===== src/rtl/write_buffer_pkg.sv =====
// Shared CPU types for the store write buffer.
// Holds the default address/data widths and the buffered store record.
// An instance may be built narrower than these defaults. Its unused upper
// record bits are then tied to zero.
package write_buffer_pkg;

  localparam int unsigned WB_ADDR_W = 32;
  localparam int unsigned WB_DATA_W = 32;

  typedef struct packed {
    logic [WB_ADDR_W-1:0] addr;
    logic [WB_DATA_W-1:0] data;
  } wb_entry_t;

endpackage


===== src/rtl/flex_counter.sv =====
// Up/down occupancy counter with synchronous clear.
// Ports:
//   CLK, nRST  - clock, asynchronous active-low reset
//   clear      - synchronous zero; has priority over counting
//   countup    - increment by one
//   countdown  - decrement by one (countup wins if both are high)
//   count      - current value
module flex_counter #(
  parameter int unsigned BITS = 4
) (
  input  logic            CLK,
  input  logic            nRST,
  input  logic            clear,
  input  logic            countup,
  input  logic            countdown,
  output logic [BITS-1:0] count
);

  logic [BITS-1:0] count_q, count_d;

  always_comb begin
    count_d = count_q;
    if (clear) begin
      count_d = '0;
    end else if (countup) begin
      count_d = count_q + BITS'(1);
    end else if (countdown) begin
      count_d = count_q - BITS'(1);
    end
  end

  always_ff @(posedge CLK or negedge nRST) begin
    if (!nRST) begin
      count_q <= '0;
    end else begin
      count_q <= count_d;
    end
  end

  assign count = count_q;

endmodule


===== src/rtl/write_buffer.sv =====
// Store write buffer: a circular FIFO of pending stores with
// first-word fall-through on the head. It also offers a store-to-load
// lookup that returns the youngest held store to the same address.
// Ports:
//   CLK, nRST              - clock, asynchronous active-low reset
//   clear                  - synchronous flush; beats push and pop
//   push/push_addr/push_data - enqueue; dropped when full
//   full, count            - occupancy status
//   out_valid/out_addr/out_data, out_ready - head entry handshake
//   lookup_addr -> lookup_hit/lookup_data   - pending-store check
module write_buffer
  import write_buffer_pkg::*;
#(
  parameter int unsigned DEPTH  = 4,
  parameter int unsigned ADDR_W = WB_ADDR_W,
  parameter int unsigned DATA_W = WB_DATA_W
) (
  input  logic                      CLK,
  input  logic                      nRST,
  input  logic                      clear,
  input  logic                      push,
  input  logic [ADDR_W-1:0]         push_addr,
  input  logic [DATA_W-1:0]         push_data,
  output logic                      full,
  output logic                      out_valid,
  output logic [ADDR_W-1:0]         out_addr,
  output logic [DATA_W-1:0]         out_data,
  input  logic                      out_ready,
  input  logic [ADDR_W-1:0]         lookup_addr,
  output logic                      lookup_hit,
  output logic [DATA_W-1:0]         lookup_data,
  output logic [$clog2(DEPTH):0]    count
);

  localparam int unsigned PW = $clog2(DEPTH);
  localparam int unsigned CW = PW + 1;

  // Entry storage is not reset; valid_q masks it from every output.
  wb_entry_t        mem_q [DEPTH];
  logic [DEPTH-1:0] valid_q, valid_d;
  logic [PW-1:0]    head_q, tail_q;
  logic [PW-1:0]    lk_idx;
  logic             push_acc, pop;

  function automatic wb_entry_t make_entry(input logic [ADDR_W-1:0] a,
                                           input logic [DATA_W-1:0] d);
    wb_entry_t e;
    e = '0;
    e.addr[ADDR_W-1:0] = a;
    e.data[DATA_W-1:0] = d;
    return e;
  endfunction

  // Status comes from the occupancy count alone. Pointers are equal both when
  // the buffer is empty and when it is full, so they cannot tell these apart.
  assign full      = (count == CW'(DEPTH));
  assign out_valid = (count != '0);
  assign push_acc  = push & ~full;
  assign pop       = out_valid & out_ready;

  flex_counter #(
    .BITS (CW)
  ) u_occupancy (
    .CLK       (CLK),
    .nRST      (nRST),
    .clear     (clear),
    .countup   (push_acc & ~pop),
    .countdown (pop & ~push_acc),
    .count     (count)
  );

  // Push and pop never hit the same slot. head equals tail only when the
  // buffer is empty (no pop then) or full (no accepted push then).
  always_comb begin
    valid_d = valid_q;
    if (push_acc) valid_d[tail_q] = 1'b1;
    if (pop)      valid_d[head_q] = 1'b0;
  end

  always_ff @(posedge CLK or negedge nRST) begin
    if (!nRST) begin
      head_q  <= '0;
      tail_q  <= '0;
      valid_q <= '0;
    end else if (clear) begin
      head_q  <= '0;
      tail_q  <= '0;
      valid_q <= '0;
    end else begin
      if (push_acc) tail_q <= tail_q + PW'(1);
      if (pop)      head_q <= head_q + PW'(1);
      valid_q <= valid_d;
    end
  end

  always_ff @(posedge CLK) begin
    if (push_acc && !clear) begin
      mem_q[tail_q] <= make_entry(push_addr, push_data);
    end
  end

  assign out_addr = mem_q[head_q].addr[ADDR_W-1:0];
  assign out_data = mem_q[head_q].data[DATA_W-1:0];

  // Scan from oldest (head) to youngest; a later match overrides, so the
  // youngest matching store supplies the data.
  always_comb begin
    lookup_hit  = 1'b0;
    lookup_data = '0;
    lk_idx      = '0;
    for (int unsigned i = 0; i < DEPTH; i++) begin
      lk_idx = head_q + PW'(i);
      if (valid_q[lk_idx] && (mem_q[lk_idx].addr[ADDR_W-1:0] == lookup_addr)) begin
        lookup_hit  = 1'b1;
        lookup_data = mem_q[lk_idx].data[DATA_W-1:0];
      end
    end
  end

endmodule


===== config.mk =====
export PLATFORM = sky130hd
export DESIGN_NAME = write_buffer
export DESIGN_NICKNAME = d
export VERILOG_FILES = /design/src/rtl/write_buffer_pkg.sv /design/src/rtl/flex_counter.sv /design/src/rtl/write_buffer.sv
export SDC_FILE = /design/constraint.sdc
export NUM_CORES = 1
export LEC_CHECK = 0
export CORE_ASPECT_RATIO = 0.5
export CORE_MARGIN = 4
export CORE_UTILIZATION = 30
export DETAILED_ROUTE_END_ITERATION = 8
export PLACE_DENSITY = 0.47
export SLEW_MARGIN = 20
export SYNTH_ARGS = -nofsm -noshare
export SYNTH_HDL_FRONTEND = slang
export SYNTH_SLANG_ARGS = --single-unit

===== constraint.sdc =====
create_clock -name CLK -period 6.4 [get_ports CLK]
set_input_delay 1.92 -clock CLK [delete_from_list [all_inputs] [get_ports CLK]]
set_output_delay 1.92 -clock CLK [all_outputs]
set_load 0.01 [all_outputs]

# After elaboration in Yosys (flattened, before gate mapping)
# Memory sizes are Yosys's and may differ from the RTL's.
# Cells that the tools add are included.
totals:
  reg_bits: 11
  ram_bits: 256
  output_inout_bits: 102
  wordCells: 77
  memories: 1
op_classes:
  addsub: 6
  order_cmp: 7
  eq_ne: 5
  muxes: 32
  bitwise_logic: 10
  n_reduce_logical: 12
mem_list:
  columns: ["name", "words", "width", "rd", "rd_ports_with_merged_regs", "wr", "line", "rtl"]
  rows:
  - ["mem_q", 4, 64, 4, 0, 1, "write_buffer.sv:39", "wb_entry_t mem_q [DEPTH];"]
op_table:
  columns: ["cell", "n"]
  rows:
  - ["$eq 32x32->1", 4]
  - ["$mux 32", 4]
  - ["$lt 2x3->1 const B", 5]
  - ["$mux 1", 12]
  - ["$mux 4", 3]
  - ["$mux 3", 3]
  - ["$bmux 1 s2", 4]
  - ["$mux 2", 4]
  - ["$logic_and 1x1->1", 7]
  - ["$reduce_bool 3->1", 2]
  - ["$add 2x1->2 const B", 2]
  - ["$add 2x2->2 const B", 2]
  - ["$and 1x1->1", 4]
  - ["$and 4x4->4", 1]
  - ["$demux 1 s2", 2]
  - ["$ge 2x1->1 const B", 2]
  - ["$not 4->4", 1]
  - ["$or 4x4->4", 1]
  - ["$reduce_bool 2->1", 2]
  - ["$add 3x1->3 const B", 1]
  - ["$eq 3x3->1 const B", 1]
  - ["$not 1->1", 3]
  - ["$sub 3x1->3 const B", 1]
  - ["$logic_not 1->1", 1]

# Longest topological paths before layout
depth:
  ltp_word: 9
  mapped_depth: 21
  mapped_depth_nobuf: 10

# Hierarchy
# Synthesis repeated with hierarchy kept, for this count alone.
unflattened:
  cells_unflattened: 1218
  hier_area_um2: 18529.0
by_module_without_submodules:
  columns: ["mod", "instances", "cells_each", "area_per_inst_um2", "seq_area_each_um2"]
  rows:
  - ["write_buffer", 1, 1202, 18358.9, 7887.6]
  - ["flex_counter", 1, 16, 170.2, 75.1]

# Worst setup path after synthesis
# Ideal clock, no wire load.
synth_timing:
  kind: "reg2out"
  from: "register head_q[1]"
  to: "output port lookup_data[11]"
  t_arrival_ns: 4.958
  required_time_ns: 4.480
  slack_ns: -0.478
  stages_incl_launch_ff: 20
  path_buffers: 10
  path_cell_list: "dfrtp_1 buf_2 buf_4 buf_2 clkbuf_1 buf_1 buf_1 inv_1 ha_1 buf_2 buf_1 mux4_2 xnor2_1 nand4_1 nor4_1 and3_1 buf_2 buf_2 a211oi_1 o32ai_1"
synth_via:
  elab_chain_cells: 7
  elab_cells_between_ends: 24
  cone_classes: "3 x add/sub; 4 x eq/ne; 12 x mux; 4 x reduce/logical; 1 x memory"
synth_lines:
  columns: ["element", "line", "rtl"]
  rows:
  - ["from (decl)", "write_buffer.sv:41", "logic [PW-1:0] head_q, tail_q;"]
  - ["from (signal assigned)", "write_buffer.sv:91", "if (pop) head_q <= head_q + PW'(1);"]
  - ["$add 2x1->2 (tied with other cells)", "write_buffer.sv:112", "lk_idx = head_q + PW'(i);"]
  - ["$mem_v2 4x64 (tied with other cells)", null, null]
  - ["$eq 32x32->1 (tied with other cells)", "write_buffer.sv:113", "if (valid_q[lk_idx] && (mem_q[lk_idx].addr[ADDR_W-1:0] == lookup_addr)) begin"]
  - ["$logic_and 1x1->1 / $mux 32 (equally long branches)", "write_buffer.sv:113", null]
  - ["$mux 32 (2 in series)", "write_buffer.sv:113", null]
  - ["$mux 32 (*)", "write_buffer.sv:113", null]
  - ["to (decl)", "write_buffer.sv:31", "output logic [DATA_W-1:0] lookup_data,"]
# Every way passes the cells marked *; elsewhere a longest branch is shown, timed or not. The select of a mux whose other input is x is not followed.

# Worst setup path after layout
layout_timing:
  from: "input port lookup_addr[5]"
  to: "output port lookup_data[13]"
layout_via:
  elab_chain_cells: 6
  elab_cells_between_ends: 12
  cone_classes: "4 x eq/ne; 4 x mux; 4 x reduce/logical"
layout_lines:
  columns: ["element", "line", "rtl"]
  rows:
  - ["from (decl)", "write_buffer.sv:29", "input logic [ADDR_W-1:0] lookup_addr,"]
  - ["$eq 32x32->1", "write_buffer.sv:113", null]
  - ["$logic_and 1x1->1", "write_buffer.sv:113", null]
  - ["$mux 32 (3 in series)", "write_buffer.sv:113", null]
  - ["$mux 32 (*)", "write_buffer.sv:113", null]
# Every way passes the cells marked *; elsewhere a longest branch is shown, timed or not.

==> impl_metrics.tcl <==
set metrics [dict create \
    finalMaxSlewViolations 0 \
    tightest_slew_ns 1.02 \
    yosysUniqueCellTypes 51 \
    placed_cell_area_um2 21000 \
    fin_nets 1496 \
    die_y_um 178 \
    syn_area_um2 17400 \
    grt.overflow.total 0 \
    tns_ns 0 \
    worstSetupPathType "in -> out" \
    wirelength_mm 54.2 \
    fin_worst_skew_ns 0.0290 \
    start_util 0.303 \
    vias 11700 \
    clockBufferDepth 3 \
    status "completed" \
    synth_adder_area_share 0.00691 \
    leakagePower_nw 7.46 \
    crit_family "simple AND/OR/NAND/NOR gates" \
    clkSinkCount 267 \
    synth_compound_area_frac 0.0482 \
    route.detailed.drc 0 \
    setup_viol 0 \
    synth_top_family_by_area "multiplexers" \
    min_period_ns 6.40 \
    cp.required_ns 4.48 \
    arrival_ns 4.48 \
    cts_tree "yes" \
    p_per_area_nw_per_um2 371 \
    antenna_found_initial 2 \
    slowest_stage "or4_4" \
    drive_above_1_share 0.418 \
    grt_pass1_vias 12200 \
    grt_max_degree 132 \
    met3_usage 0.0200 \
    portBuffers 202 \
    first_pass_iters 4 \
    crit_path_max_fanout 4 \
    h-tree-depth 1 \
    synth_ff_type "edfxtp_1" \
    synth_fp_nets 1192 \
    vias_per_cell 5.35 \
    ant_nets 0 \
    synth_warnings 0 \
    io_pins 203 \
    syn_to_final_growth_pct 32.5 \
    hold_viol_final 0 \
    post-route-util 0.402 \
    total_power_mw 8.54 \
    slew_headroom 0.318 \
    hold_path_class "reg -> reg" \
    vdd_drop_max_mv 0.283 \
    end_kind "primary output" \
    numCtsBuffers 31 \
    syn_inst 1082 \
    grt_pass1_wl_mm 79.6 \
    ys_async_sr_fraction 0.0412 \
    dp_slack_ns -0.927 \
    layout_setup_ws_ns 0.00229 \
    max_cap_violations 0 \
    start_kind "primary input" \
    fmax_mhz 156 \
    met1_usage 0.210 \
    globalplace.congestion 0.814 \
    muxShareOfSynthArea 0.333 \
    avgSynthCellArea_um2 16.1 \
    root_buffer "clkbuf_16" \
    min_period_over_period 1.00 \
    path_buf_inv 4 \
    clkTransAtPathRegs_ns 0.07 \
    synth_edf_count 256 \
    fp-row-count 62 \
    hpwl_mm 36.9 \
    synthXorXnorAreaFrac 0.0691 \
    yosys.area_share.simple 0.0488 \
    die_x_um 348 \
    grt_usage 0.171 \
    synth_seq_area_share 0.458 \
    coreArea_um2 57300 \
    worstPathCellList "dlygate4sd2_1 > xor2_1 > nor4_2 > nand2_1 > or4_4 > nand2_4 > o21ai_4 > buf_12 > buf_16 > o32ai_2 > buf_2" \
    use_met2 0.324 \
    busiest_layer "met2" \
    worstSkewPairLatency_ns 0.60 \
    drt-initial-drc-count 704 \
    wire_per_inst_um 24.8 \
    ctsHoldBuffers 0 \
    ys_ff_latch 267 \
    fp.dieArea_um2 62100 \
    final_area_um2 23000 \
    slowest_delay_ns 0.58 \
]
registers in the layout, indices dropped and copies added, names as in the netlist:
name and flops:
head_q 2, mem_q 256, u_occupancy.count 3, tail_q 2, valid_q 4
layout make-up:
| class | count | area, um2 |
|---|---|---|
| Clock inverter | 22 | 269 |
| Clock buffer | 36 | 795 |
| Inverter | 40 | 150 |
| Sequential cell | 267 | 7970 |
| Fill cell | 5224 | 34300 |
| Antenna cell | 2 | 5.00 |
| Timing Repair Buffer | 367 | 3540 |
| Tap cell | 768 | 961 |
| Multi-Input combinational cell | 679 | 9340 |
final timing paths:
check                                startpoint              endpoint  slack [ns]  cells past startpoint
max reg2reg                u_occupancy.count[1]          mem_q[0][42]        3.75                      6
min reg2reg                           tail_q[1]             tail_q[1]        0.59                      2
max                              lookup_addr[5]       lookup_data[13]       0.002                     11
min in group asynchronous                  nRST  u_occupancy.count[0]        1.66                      1
min                                   tail_q[1]             tail_q[1]        0.59                      2
max in group asynchronous                  nRST             head_q[1]        4.34                      1
where the power goes:
| group | internal, mW | leakage, nW | switching (mW) |
|---|---|---|---|
| clock network | 1.13 | 0.523 | 0.742 |
| registers | 2.04 | 2.47 | 0.0946 |
| logic | 2.47 | 4.47 | 2.05 |
| total | 5.65 | 7.46 | 2.89 |
what timing repair did:
| item | 4_1_cts | 5_1_grt |
|---|---|---|
| buffers inserted | 14 | 28 |
| cloned | 5 | 0 |
| gates resized for setup | 233 | 54 |
| setup endpoints to repair | 33 | 33 |
| pin swaps | 32 | 25 |
cells by family (layout without fill, tap and decap cells):
group / Yosys count / after routing
compound gates: 101 / 101
xor+xnor: 137 / 137
fa+ha+maj: 9 / 9
buf+inv: 136 / 465
flops: 267 / 267
mux: 272 / 272
other cells: 0 / 2
simple gates: 160 / 160
Yosys cell counts (22+ instances only):
master | count | share of area
mux4_2 | 244 | 0.32
nor2_1 | 44 | 0.0095
xor2_1 | 39 | 0.020
and2_1 | 35 | 0.013
nand4_1 | 24 | 0.0086
xnor2_1 | 98 | 0.049
inv_1 | 39 | 0.0084
a211oi_1 | 35 | 0.015
buf_2 | 32 | 0.0092
edfxtp_1 | 256 | 0.44
mux2i_1 | 25 | 0.014
clkbuf_1 | 34 | 0.0073
nand2_1 | 22 | 0.0048
worst reg2reg max path, cell delays in order, from the launching register on:
cell	delay, ns
dfrtp_1	0.39
inv_1	0.09
and3_1	0.19
nand2b_1	0.21
nor2_1	0.25
and2_4	0.69
buf_4	0.47
through the flow:
step           hold WS (ns)  cells
6_report              0.587   2181
5_1_grt               0.621   2181
4_1_cts               0.590   2152
3_5_place_dp          0.580   2075
3_3_place_gp          0.571   2075
2_1_floorplan         0.543   1082
placed cells by master, fill, tap and decap left out, drive strengths merged, types with 6 or more instances in the layout:
cell,instances
edfxtp,256
mux4,244
buf,194
clkdlybuf4s50,138
xnor2,98
clkbuf,46
nor2,44
inv,41
xor2,39
a211oi,35
and2,35
o32ai,30
mux2i,25
nand4,24
nand2,22
dlygate4sd2,19
clkinv,15
nor4,13
dfrtp,11
a21oi,10
o21ai,9
ha,8
nand3,8
bufinv,6
per-layer routing:
layer,share of wire,vias to the layer above
li1,-,5106
met3,0.033,63
met1,0.40,6232
met4,0.023,0
met2,0.54,263
met5,0,-
(Power assumes the default switching activity.)
